[src/rtl/game_state_ctrl.sv]
// game_state_ctrl: Flappy-Bird game sequencer with score tracking and frame-counted dwell timers
module game_state_ctrl #(
    parameter int DEATH_FRAMES     = 60,
    parameter int OVER_HOLD_FRAMES = 30,
    parameter int SCORE_MAX        = 999
) (
    input  logic       clk,
    input  logic       rst_n,
    input  logic       frame_tick,
    input  logic       flap_btn,
    input  logic       collision,
    input  logic       pipe_passed,
    output logic [1:0] state,
    output logic       world_en,
    output logic       game_rst,
    output logic       flap_pulse,
    output logic       game_over,
    output logic [9:0] score,
    output logic [9:0] best_score
);
    typedef enum logic [1:0] {IDLE, PLAYING, DYING, OVER} state_t;
    state_t     cur, nxt;
    logic [7:0] cnt, cnt_n;
    logic [9:0] score_n, best_n;
    logic       armed, armed_n, flap_q, rise, hit, start;
    assign state = cur;
    assign rise  = flap_btn & ~flap_q;
    assign hit   = collision & armed;
    always_comb begin
        nxt     = cur;
        cnt_n   = cnt;
        armed_n = armed;
        score_n = score;
        best_n  = best_score;
        start   = 1'b0;
        case (cur)
            IDLE: start = rise;
            PLAYING: begin
                armed_n = armed | frame_tick;
                if (hit) begin
                    nxt   = DYING;
                    cnt_n = '0;
                end else if (pipe_passed && score < 10'(SCORE_MAX))
                    score_n = score + 10'd1;
            end
            DYING: if (frame_tick) begin
                if ({1'b0, cnt} + 9'd1 == 9'(DEATH_FRAMES)) begin
                    nxt    = OVER;
                    cnt_n  = '0;
                    best_n = score > best_score ? score : best_score;
                end else
                    cnt_n = cnt + 8'd1;
            end
            OVER: begin
                start = rise && ({1'b0, cnt} >= 9'(OVER_HOLD_FRAMES));
                if (frame_tick && {1'b0, cnt} < 9'(OVER_HOLD_FRAMES))
                    cnt_n = cnt + 8'd1;
            end
            default: nxt = IDLE;
        endcase
        if (start) begin
            nxt     = PLAYING;
            armed_n = 1'b0;
            score_n = '0;
        end
    end
    always_ff @(posedge clk) begin
        if (!rst_n) begin
            cur        <= IDLE;
            cnt        <= '0;
            armed      <= 1'b0;
            flap_q     <= 1'b1;
            score      <= '0;
            best_score <= '0;
            world_en   <= 1'b0;
            game_rst   <= 1'b0;
            flap_pulse <= 1'b0;
            game_over  <= 1'b0;
        end else begin
            cur        <= nxt;
            cnt        <= cnt_n;
            armed      <= armed_n;
            flap_q     <= flap_btn;
            score      <= score_n;
            best_score <= best_n;
            world_en   <= nxt == PLAYING;
            game_rst   <= start;
            flap_pulse <= cur == PLAYING && rise && !game_rst;
            game_over  <= nxt == OVER;
        end
    end
endmodule
[config.mk]
export PLATFORM = sky130hd
export DESIGN_NAME = game_state_ctrl
export DESIGN_NICKNAME = d
export VERILOG_FILES = /design/src/rtl/game_state_ctrl.sv
export SDC_FILE = /design/constraint.sdc
export NUM_CORES = 1
export LEC_CHECK = 0
export CAP_MARGIN = 20
export CELL_PAD_IN_SITES_DETAIL_PLACEMENT = 0
export CELL_PAD_IN_SITES_GLOBAL_PLACEMENT = 1
export CORE_MARGIN = 2
export CORE_UTILIZATION = 40
export DETAILED_ROUTE_END_ITERATION = 10
export PLACE_DENSITY_LB_ADDON = 0.1
export SYNTH_ARGS = -nofsm -noshare
export SYNTH_HDL_FRONTEND = slang
export SYNTH_SLANG_ARGS = --single-unit
[constraint.sdc]
create_clock -name clk -period 2.6 [get_ports clk]
set_input_delay 0.65 -clock clk [delete_from_list [all_inputs] [get_ports clk]]
set_output_delay 0.65 -clock clk [all_outputs]
set_load 0.01 [all_outputs]
==> Yosys cells after proc, flatten, opt, wreduce, memory -nomap -nowiden <==
Index checks and enable logic that the tools add are counted.
{ "op_classes": {"bitwise_logic": 6, "n_eq_ne": 9, "n_lt_le_gt_ge": 4, "n_addsub": 3, "reduce_logical": 12, "muxes": 11} }
{ "op_table": {"columns": ["op", "n"], "rows": [
  ["two-way mux 8 bit", 4],
  ["case mux 8 bit (3 select lines)", 1],
  ["adder 10 x 1 -> 10 bit (second input constant)", 1],
  ["greater-than comparator 10 bit", 1],
  ["less-than comparator 10 bit (second input constant)", 1],
  ["adder 8 x 1 -> 9 bit (second input constant)", 1],
  ["equality test 9 x 6 -> 1 bit (second input constant)", 1],
  ["adder 8 x 1 -> 8 bit (second input constant)", 1],
  [">= comparator 8 x 5 -> 1 bit (second input constant)", 1],
  ["less-than comparator 8 x 5 -> 1 bit (second input constant)", 1],
  ["two-way mux 2 bit", 4],
  ["AND reduction 4 bit", 2],
  ["equality test 2 bit (second input constant)", 3],
  ["!= test 2 bit (second input constant)", 3],
  ["logical AND 1 bit", 5],
  ["equality test 2 x 1 -> 1 bit (second input constant)", 2],
  ["case mux 2 bit (2 select lines)", 1],
  ["inverter 1 bit", 3],
  ["AND reduction 3 bit", 1],
  ["nonzero test 3 bit", 1],
  ["bitwise AND 1 bit", 2],
  ["zero test 2 bit", 1],
  ["case mux 1 bit (2 select lines)", 1],
  ["OR reduction 2 bit", 1],
  ["2 further kinds", 2]
]} }
{ "totals": {"wordCells": 55, "output_inout_bits": 26, "input_bits": 6, "register_bits": 36} }

==> Longest topological paths before layout <==
Gate-level depths: netlist of the first run.
{ "depth": {"depth_word": 7, "mapped_depth": 8} }

==> Worst setup path before layout of the first run <==
Ideal clock, no wire load.
{ "synth_path": {"kind": "register -> register", "start": "register cur[1] (netlist: state[1])", "end": "register cnt[7]", "period_less_slack_ps": 1892, "t_arrival_ps": 1766, "slack_ps": 708, "stages_incl_launch_ff": 8, "path_buffers": 0, "path_cell_list": "dfxtp_1 -> inv_1 -> ha_1 -> a21boi_4 -> or3_4 -> nor4_4 -> xnor2_1 -> nor2_2"} }
{ "synth_between": {"elab_chain_cells": 3} }
{ "synth_lines": {"columns": ["element", "line", "rtl"], "rows": [
  ["from (decl)", "22", "state_t cur, nxt;"],
  ["from (signal assigned)", "80", "cur <= nxt;"],
  ["equality test 2 bit or equality test 2 x 1 -> 1 bit (tied branches)", "36", "case (cur)"],
  ["!= test 2 bit (no line) or nonzero test 3 bit (tied branches)", null, null],
  ["AND reduction 4 bit (no line)", null, null],
  ["to (signal assigned)", "81", "cnt <= cnt_n;"],
  ["to (decl)", "23", "logic [7:0] cnt, cnt_n;"]
]} }
Parallel ways exist; a longest one is shown, timed or not.
A chain may end at the register's enable or synchronous reset.

==> Final worst setup path of the first run <==
{ "layout_path": {"start": "register cur[0] (netlist: state[0])", "end": "register score[4]"} }
{ "layout_between": {"elab_chain_cells": 3} }
{ "layout_lines": {"columns": ["element", "line", "rtl"], "rows": [
  ["equality test 2 bit or zero test 2 bit (tied branches)", "36", null],
  ["case mux 1 bit (2 select lines)", "36", null],
  ["OR reduction 2 bit (no line)", null, null],
  ["to (signal assigned)", "84", "score <= score_n;"],
  ["to (decl)", "18", "output logic [9:0] score,"]
]} }
Parallel ways exist; a longest one is shown, timed or not.

==> summary.txt, run 1 <==
Outcome
  • Outcome: completed

Yosys
  • Distinct cell type count after synthesis: 42
  • Number of standard cells after synthesis: 231
  • Average size of a mapped cell: 8.73 um^2
  • Warnings, synthesis: 0
  • Synthesized netlist net count: 255
  • Number of enable flip-flop cells after synthesis: 0
  • Fraction of registers with async set or reset after synthesis: 0
  • Register area share after synthesis: 0.358
  • Dominant synthesized flop cell: sky130_fd_sc_hd__dfxtp_1
  • Synthesized area: 2020 um^2
  • Synthesis-stage register bit count: 36

Worst setup path
  • Type of the setup path with the least slack: flop to flop
  • Launching element type of the critical path: flop
  • Reg2reg end: score[4]
  • Data required time at the worst endpoint: 2.76 ns
  • R2r setup slk: 0.53 ns
  • RR Startpoint: state[0]
  • Crit. End Element: flop
  • Crit path arrival time: 2.23 ns
  • Number of cell instances on the worst register-to-register path: 7
  • Critical Path Fanout Max: 11

STA
  • Final count of negative-setup-slack endpoints: 0
  • Actual transition at the worst max-transition pin: 0.470 ns
  • RSZ-0062 raised after global routing: false
  • Number of pins with negative max-slew slack in the final report: 0
  • FMAX: 0.484 GHz
  • Worst Skew: 0.00284 ns
  • Final hold viol count: 0
  • Setup TNS: 0 ns
  • Crit path time final: 2.07 ns
  • Slew HR: 0.684
  • Final cycle utilization of the critical path: 0.795

Cells and area
  • Antenna fix cells: 0
  • Fraction of layout cells with a size suffix above 1: 0.0852
  • Finished Cell Area: 2520 um^2
  • Number of nets in the layout: 293
  • Final core area utilization: 0.527
  • Area added between synthesis and finish: 25.1%

Global routing
  • First-pass GRT wire length: 7400 um
  • Initial antenna violation count: 0
  • Largest net degree at the start of global routing: 21
  • Via count of the first global-routing pass: 1,610
  • Global-route usage over all layers: 0.173
  • GRT overflow: 0

Placed design
  • Placer's final routability congestion estimate: 0.807
  • Placed Area: 2430 um^2
  • Number of buffer cells added on primary ports: 31
  • Half-perimeter wire length of the detailed placement result: 3280 um

Clock network
  • Setup bufs post-CTS: 0
  • Clock Latency Late Sink: 0.28 ns
  • PostCTS Resize Cnt: 0
  • Number of hold buffers added after CTS: 0
  • Buffer cell driving the clock tree root: sky130_fd_sc_hd__clkbuf_8
  • Number of sinks driven by the clock tree: 36
  • Clock transition time at the flip-flop clock pins of the worst setup and hold paths: 0.07 ns
  • CTS tree: done
  • CTS HTree Levels: 2
  • Clock buffer count from CTS: 5
  • Maximum buffer depth of the clock tree: 2

Floorplanning
  • FP Rows: 25
  • Core region area: 4790 um^2
  • Die area: 5620 um^2
  • I/O pin cnt: 32
  • Floorplan die width: 75.0 um
  • Vertical die dimension: 75.0 um
  • Initial core utilization: 0.421

Power and ir drop
  • Static leakage power: 0.947 nW
  • Power density cells: 405 nW/um^2
  • Worst IR drop on VDD: 0.000228 V

Drt
  • Antenna Violating Nets Remaining: 0
  • Average wire per standard cell: 12.7 um
  • Number of optimization iterations in the first detailed-route pass: 4
  • Remaining routing DRC violations: 0
  • Starting DRT DRC Count: 81
  • Post-detailed-routing wire length: 4290 um
  • Via count: 1,659
  • Vias per std cell: 4.92

Worst hold path
  • Cell depth of the worst hold path: 1
  • Hold Startpoint: game_rst
  • Hold/Removal Path Class: flop to flop
  • Worst Hold End: flap_pulse

Run
  • Maximum capacitance violations: 0
layout by cell type, fill, tap and decap left out, types with 10 or more instances in the layout:
cell and count:
sky130_fd_sc_hd__nand2_1 30, sky130_fd_sc_hd__xnor2_1 12, sky130_fd_sc_hd__clkdlybuf4s50_1 31, sky130_fd_sc_hd__ha_1 18
sky130_fd_sc_hd__nand4_1 10, sky130_fd_sc_hd__inv_1 18, sky130_fd_sc_hd__dfxtp_1 36, sky130_fd_sc_hd__mux2i_1 11
sky130_fd_sc_hd__nor2_1 26
power by group:
part	leakage (nW)	switching [mW]	internal, mW
clock	0.0445	0.198	0.215
combinational	0.612	0.0271	0.0212
sequential	0.291	0.00470	0.555
total	0.947	0.230	0.791
worst max-delay path, stage by stage, from the launching register on:
cell and delay (ns):
sky130_fd_sc_hd__dfxtp_1 0.41, sky130_fd_sc_hd__inv_1 0.12, sky130_fd_sc_hd__ha_1 0.39, sky130_fd_sc_hd__nand4bb_1 0.22
sky130_fd_sc_hd__a31oi_1 0.34, sky130_fd_sc_hd__nor2_1 0.08, sky130_fd_sc_hd__nand2_1 0.30, sky130_fd_sc_hd__nor2_1 0.09
how the worst max path moves through the flow:
stage,from,end,slack (ns),cells past startpoint
finish,state[0],score[4],0.53,7
global route,state[0],score[0],0.30,7
CTS,state[0],score[4],0.48,7
detailed placement,collision,cnt[3],0.25,5
global placement,collision,cnt[3],0.26,5
floorplan,state[1],cnt[7],0.71,7
flip-flops by register name, indices dropped and copies added (netlist names):
register,cells
best_score,10
score,10
cnt,8
state,2
armed,1
flap_pulse,1
flap_q,1
game_over,1
game_rst,1
world_en,1
layer usage:
metal / vias to the layer above / wire length [um] / GRT usage
met5: - / 0 / 0
met4: 0 / 45 / 0.0536
met3: 4 / 129 / 0.0402
met2: 25 / 1780 / 0.253
met1: 756 / 2330 / 0.251
li1: 874 / - / -
stage by stage:
step	setup slack [ns]	std cells	hold WS (ns)	total power, mW
2_1_floorplan	0.708	231	0.412	0.600
3_3_place_gp	0.265	329	0.416	0.622
3_5_place_dp	0.252	329	0.414	0.621
4_1_cts	0.481	337	0.430	1.04
5_1_grt	0.305	337	0.453	1.07
6_report	0.532	337	0.421	1.02
logic make-up after synthesis:
| family | count (synthesis) | synth area share |
|---|---|---|
| buf+inv | 25 | 0.0490 |
| fa+ha+maj | 18 | 0.112 |
| compound gates | 30 | 0.119 |
| flops | 36 | 0.358 |
| simple gates | 97 | 0.247 |
| mux | 11 | 0.0546 |
| xor+xnor | 14 | 0.0608 |
area by class of cell:
class / instances / area, um^2
fill: 479 / 2260
multi-input combinational: 170 / 1200
sequential: 36 / 721
timing repair buffer: 37 / 355
clock buffer: 7 / 86.3
tap: 67 / 83.8
inverter: 19 / 71.3
clock inverter: 1 / 7.51
cells in the mapped netlist, types with 3 or more instances:
library cell               instances  share of area
sky130_fd_sc_hd__ha_1             18           0.11
sky130_fd_sc_hd__inv_1            18          0.034
sky130_fd_sc_hd__o21ai_0           3         0.0074
sky130_fd_sc_hd__and2_1            3         0.0093
sky130_fd_sc_hd__a31oi_1           3         0.0093
sky130_fd_sc_hd__mux2i_1          11          0.055
sky130_fd_sc_hd__nand2_1          30          0.056
sky130_fd_sc_hd__a21oi_1           6          0.015
sky130_fd_sc_hd__dfxtp_1          36           0.36
sky130_fd_sc_hd__nor2b_1           3         0.0093
sky130_fd_sc_hd__nor2_1           26          0.048
sky130_fd_sc_hd__a211oi_1          3          0.011
sky130_fd_sc_hd__nor3_1            5          0.012
sky130_fd_sc_hd__nand3_1           6          0.015
sky130_fd_sc_hd__a21o_1            4          0.015
sky130_fd_sc_hd__xnor2_1          12          0.052
sky130_fd_sc_hd__clkbuf_1          4         0.0074
sky130_fd_sc_hd__nand4_1          10          0.031
No activity file was read; power rests on OpenSTA's default activity.
==> run 2: changes to the inputs <==
Clock period 2.6 ns to 2.1 ns, I/O delays scaled along.
==> run 2 against run 1 <==
Against the previous run: via count grew 5.2%; sequential power rose by 23%; critical endpoint is now best_score[1]; largest cell class unchanged; worst hold slack better by 0.0045 ns; first-iteration DRC count up 90%; die area is the same; critical path depth up 1; sequential share of layout area decreased by 1.8 points; total power rose by 28%; final cell count rose by 6.2%; register-to-register slack worse by 0.37 ns; wire length increased by 7.0%.
==> summary.txt, run 2 (synthesized netlist as in run 1, its figures left out) <==
Placed design
  • Placer's final routability congestion estimate: 0.829 (+2.7%)
  • Number of buffer cells added on primary ports: 31 (unchanged)
  • Placed Area: 2590 um^2 (+6.8%)
  • Half-perimeter wire length of the detailed placement result: 3610 um (+10%)

STA
  • Final cycle utilization of the critical path: 0.921 (+0.126)
  • Crit path time final: 1.94 ns (-0.132 ns)
  • RSZ-0062 raised after global routing: false
  • Final hold viol count: 0 (unchanged)
  • Final hold slack: 0.425 ns (+0.00447 ns)
  • Slew HR: 0.693 (+0.00946)
  • Setup TNS: 0 ns (unchanged)
  • Number of pins with negative max-slew slack in the final report: 0 (unchanged)
  • Final count of negative-setup-slack endpoints: 0 (unchanged)
  • Actual transition at the worst max-transition pin: 0.459 ns (-0.0107 ns)
  • FMAX: 0.517 GHz (+6.8%)
  • Worst Skew: 0.00534 ns (+0.00250 ns)

Drt
  • Remaining routing DRC violations: 0 (unchanged)
  • Number of optimization iterations in the first detailed-route pass: 4 (unchanged)
  • Antenna Violating Nets Remaining: 0 (unchanged)
  • Starting DRT DRC Count: 154 (+90%)
  • Average wire per standard cell: 12.8 um (+0.72%)
  • Via count: 1,746 (+5.2%)
  • Vias per std cell: 4.88 (-0.93%)
  • Post-detailed-routing wire length: 4590 um (+7.0%)

Power and ir drop
  • Worst IR drop on VDD: 0.000360 V (+58%)
  • Static leakage power: 1.07 nW (+13%)
  • Part of the power in combinational logic: 0.059 (+0.012)
  • Part of the power in the clock network: 0.413 (+0.008)
  • Switching share of power: 0.222 (-0.00359)
  • Internal power: 1.02 mW (+29%)
  • Power density cells: 485 nW/um^2 (+20%)
  • Net switching component of the power: 290 uW (+26%)
  • Share of power burned in registers: 0.529 (-0.019)

Clock network
  • PostCTS Resize Cnt: 0 (unchanged)
  • Number of hold buffers added after CTS: 0 (unchanged)
  • CTS HTree Levels: 2 (unchanged)
  • Clock transition time at the flip-flop clock pins of the worst setup and hold paths: 0.07 ns (about the same)
  • Buffer cell driving the clock tree root: sky130_fd_sc_hd__clkbuf_8
  • Maximum buffer depth of the clock tree: 2 (unchanged)
  • Clock Latency Late Sink: 0.29 ns (about the same)
  • Number of sinks driven by the clock tree: 36 (unchanged)
  • Setup bufs post-CTS: 0 (unchanged)
  • CTS tree: done
  • Clock buffer count from CTS: 5 (unchanged)

Cells and area
  • Antenna fix cells: 0 (unchanged)
  • Largest registers: best_score (10), score (10), cnt (8)
  • Fraction of layout cells with a size suffix above 1: 0.155 (+0.0695)
  • Number of nets in the layout: 315 (+7.5%)
  • Finished Cell Area: 2690 um^2 (+6.8%)
  • Commonest non-fill, non-tap cells in the layout: sky130_fd_sc_hd__dfxtp_1, sky130_fd_sc_hd__clkdlybuf4s50_1, sky130_fd_sc_hd__nand2_1
  • Most common library cell in the layout ignoring fill and taps: sky130_fd_sc_hd__dfxtp_1
  • Fill cell total of the finished layout: 451 (-5.8%)
  • Area added between synthesis and finish: 33.6%

Floorplanning
  • Die area: 5620 um^2 (unchanged)
  • Core region area: 4790 um^2 (unchanged)
  • Initial core utilization: 0.421 (unchanged)
  • Vertical die dimension: 75.0 um (unchanged)
  • I/O pin cnt: 32 (unchanged)
  • FP Rows: 25 (unchanged)
  • Floorplan die width: 75.0 um (unchanged)

Global routing
  • Largest net degree at the start of global routing: 13 (-38%)
  • Global-route usage over all layers: 0.185 (+0.0118)
  • Via count of the first global-routing pass: 1,642 (+2.0%)
  • First-pass GRT wire length: 7770 um (+5.0%)
  • GRT overflow: 0 (unchanged)
  • Initial antenna violation count: 0 (unchanged)

Worst setup path
  • Slowest library cell on the worst path: sky130_fd_sc_hd__dfxtp_1
  • Data required time at the worst endpoint: 2.32 ns (-0.44 ns)
  • Cell family contributing the most delay on the critical path: compound AO/OA/AOI/OAI gates
  • Cells along the critical path: inv_1 -> ha_1 -> a21o_1 -> a21oi_1 -> a21oi_1 -> o2111ai_1 -> buf_6 -> mux2i_1
  • Type of the setup path with the least slack: flop to flop
  • Crit. End Element: flop
  • R2r setup slk: 0.16 ns (-0.37 ns)
  • Critical Path Fanout Max: 9 (-2)
  • Crit-path most repeated cell: sky130_fd_sc_hd__a21oi_1
  • Crit path arrival time: 2.15 ns (-0.08 ns)
  • CP Buf/Inv Count: 2 (+1)
  • Launching element type of the critical path: flop
  • CP max stage delay: 0.37 ns (-0.04 ns)

Run
  • Maximum capacitance violations: 0 (unchanged)

Outcome
  • Outcome: completed

Worst hold path
  • Hold/Removal Path Class: flop to flop
[run 2: cell count changes in the layout (fill, tap and decap cells not counted)]
cell                         change
sky130_fd_sc_hd__clkbuf_1        -1
sky130_fd_sc_hd__buf_4          +21
sky130_fd_sc_hd__buf_6           +1
sky130_fd_sc_hd__clkinvlp_4      -1
sky130_fd_sc_hd__clkbuf_8        +1
[run 2: power by group through the flow]
stage               registers (mW)  clock network, mW  logic [mW]
finish                       0.691              0.539      0.0766
global route                 0.691              0.583      0.0843
CTS                          0.691              0.553      0.0767
detailed placement           0.707                  0      0.0765
global placement             0.707                  0      0.0770
floorplan                    0.708                  0      0.0339
[run 2: final timing paths]
| path | start | to | cells past startpoint |
|---|---|---|---|
| setup / recovery | best_score[4] | best_score[1] | 8 |
| hold / removal | game_rst | flap_pulse | 1 |
| setup reg to reg | best_score[4] | best_score[1] | 8 |
| hold reg to reg | game_rst | flap_pulse | 1 |
[run 2: cell type report]
cell class,count,area [um^2],area share
Multi-Input combinational cell,170,1200,0.444
Clock buffer,7,96.3,0.0358
Sequential cell,36,721,0.268
Timing Repair Buffer,59,524,0.195
Inverter,19,71.3,0.0265
Tap cell,67,83.8,0.0311
[run 2: routing by layer]
| metal | up-vias | part of all wire | GRT usage |
|---|---|---|---|
| li1 | 921 | - | - |
| met1 | 783 | 0.55 | 0.278 |
| met2 | 37 | 0.39 | 0.255 |
| met3 | 5 | 0.046 | 0.0469 |
| met4 | 0 | 0.014 | 0.0595 |
| met5 | - | 0 | 0 |
[run 2: stage by stage]
stage / setup WS [ns] / power, mW / instances / utilization
final: 0.165 / 1.31 / 358 / 0.563
after detailed placement: -0.0750 / 0.783 / 351 / 0.542
after global placement: -0.0591 / 0.784 / 351 / 0.542
after floorplan: 0.208 / 0.742 / 231 / -
after global routing: 0.0197 / 1.36 / 358 / 0.563
after CTS: 0.121 / 1.32 / 358 / 0.562
==> run 3: changes to the inputs <==
Settings changed: TNS_END_PERCENT from default to 100.
==> results of run 3 <==
The final DEF is identical to that of run 2; final timing and power are the same.
==> RTL change (config.mk and constraints of run 3) <==
Reset style: asynchronous (`rst_n`), changed in one clocked block.
--- a/src/rtl/game_state_ctrl.sv
+++ b/src/rtl/game_state_ctrl.sv
@@ -64,7 +64,7 @@
             score_n = '0;
         end
     end
-    always_ff @(posedge clk) begin
+    always_ff @(posedge clk or negedge rst_n) begin
         if (!rst_n) begin
             cur        <= IDLE;
             cnt        <= '0;
Formal check against the unedited RTL: differs if rst_n is asserted again (counterexample within 4 cycles, from zero or initial values and one cycle with rst_n low); with rst_n held inactive, the same outputs for 10 cycles.
==> RTL change against run 3 <==
  * Routed wire length rose by 3.6%
  * Core utilization fell by 2.3 points
  * Non-clock buffer count fell by 7
  * Sequential cell count did not move
  * Global-route usage fell by 0.70 points
  * Worst setup slack got worse by 48 ps
  * Final cell count fell by 6.7%
  * Synthesized area rose by 3.5%
  * Synthesized cell count fell by 11%
  * Design area rose by 1.8%
  * Critical endpoint is now best_score[3]
  * Largest cell class unchanged
  * Highest routed layer unchanged
Power is not compared: it rests on default switching activity, and its combinational part moved more than twofold at a synthesized area within 25%.
==> RTL change: results (changes against run 3) <==
drtIter0Drc: 40  # -74%
crit_slowest_cell: "dfrtp_1"
fill_cells: 500  # +11%
final_layout_size_suffix_gt1_share_pct: 19.70  # +4.2 points
synthAdderAreaFrac_pct: 10.80  # -0.38 points
worstHoldPathType: "in -> async"
vias_per_cell: 5.102  # +4.6%
placed_cell_area_um2: 2616  # +0.92%
dp_slack_ps: -94.30  # -19.26 ps
grt_use_total_pct: 17.76  # -0.70 points
area_share_nonclk_buffers_pct: 16.89  # -2.6 points
drt-total-wl_um: 4752  # +3.6%
ys_top_cells_by_count: "dfrtp_1 (35), ha_1 (18), inv_1 (17)"
synthMuxAreaShare_pct: 5.819  # +0.36 points
synth.area.top_cells: "dfrtp_1 (42%), ha_1 (11%), mux2_2 (4.9%)"
nMultiInputCombCells: 151  # -11%
synth-compound-area-share_pct: 14.04  # +2.1 points
crit_start: "score[5]"
gp_congestion: 0.7938  # -4.3%
outcome: "complete, no violations"
inv_count: 17  # -2
multi_input_area_share_pct: 41.23  # -3.2 points
worstPathMaxFanout: 5  # -4
synth_xor_area_share_pct: 3.359  # -2.7 points
ys_seq_area_share_pct: 43.25  # +7.5 points
nets: 287  # -8.9%
skew_ps: 3.423  # -1.920 ps
final-clk-cell-share_pct: 3.379  # -0.20 points
buffers_excl_clock: 52  # -12%
## RTL change: changes by cell type after synthesis, moves of 5 or more
cell,before,now
a21oi_1,6,12
dfrtp_1,0,35
dfxtp_1,36,0
mux2_2,0,9
mux2i_1,11,2
nand2_1,30,16
nor2_1,26,16
o21ai_0,3,10
xnor2_1,12,1
xor2_1,2,7
## RTL change: kinds of logic after synthesis
| group | Yosys count |
|---|---|
| and+or+nand+nor | 72 |
| AOI/OAI and AO/OA | 41 |
| DFF | 36 |
| buffers and inverters | 20 |
| adders and majority gates | 18 |
| muxes | 11 |
| xor gates and xnor gates | 8 |
## RTL change: worst reg2reg max path, stage by stage, from the launching register on
cell	delay, ps
dfrtp_1	400
ha_1	310
a211oi_1	230
nand3_1	210
o211ai_4	340
mux2_2	380
## RTL change: worst paths after layout
path	cells after the start	end	slack [ps]
worst max-delay path	5	best_score[3]	120
min in group clk	1	flap_pulse	440
worst min register to register	1	flap_pulse	440
worst max register to register	5	best_score[3]	120
max in group asynchronous	2	flap_q	1490
worst min-delay path	2	cnt[1]	260
## RTL change: routing by layer
| layer | vias to the layer above | track usage [%] | part of all wire (%) |
|---|---|---|---|
| met5 | - | 0 | 0 |
| met4 | 0 | 7.636 | 1.4 |
| met3 | 5 | 3.673 | 4.4 |
| met2 | 32 | 30.09 | 49 |
| met1 | 806 | 21.93 | 45 |
| li1 | 861 | - | - |
## RTL change: power groups by stage
stage | Sequential, mW | Combinational [mW] | Clock (mW)
6_report | 0.894 | 0.890 | 0.522
5_1_grt | 0.914 | 1.01 | 0.570
4_1_cts | 0.893 | 0.883 | 0.540
3_5_place_dp | 0.906 | 0.871 | 0
3_3_place_gp | 0.903 | 0.868 | 0
2_1_floorplan | 0.922 | 0.469 | 0
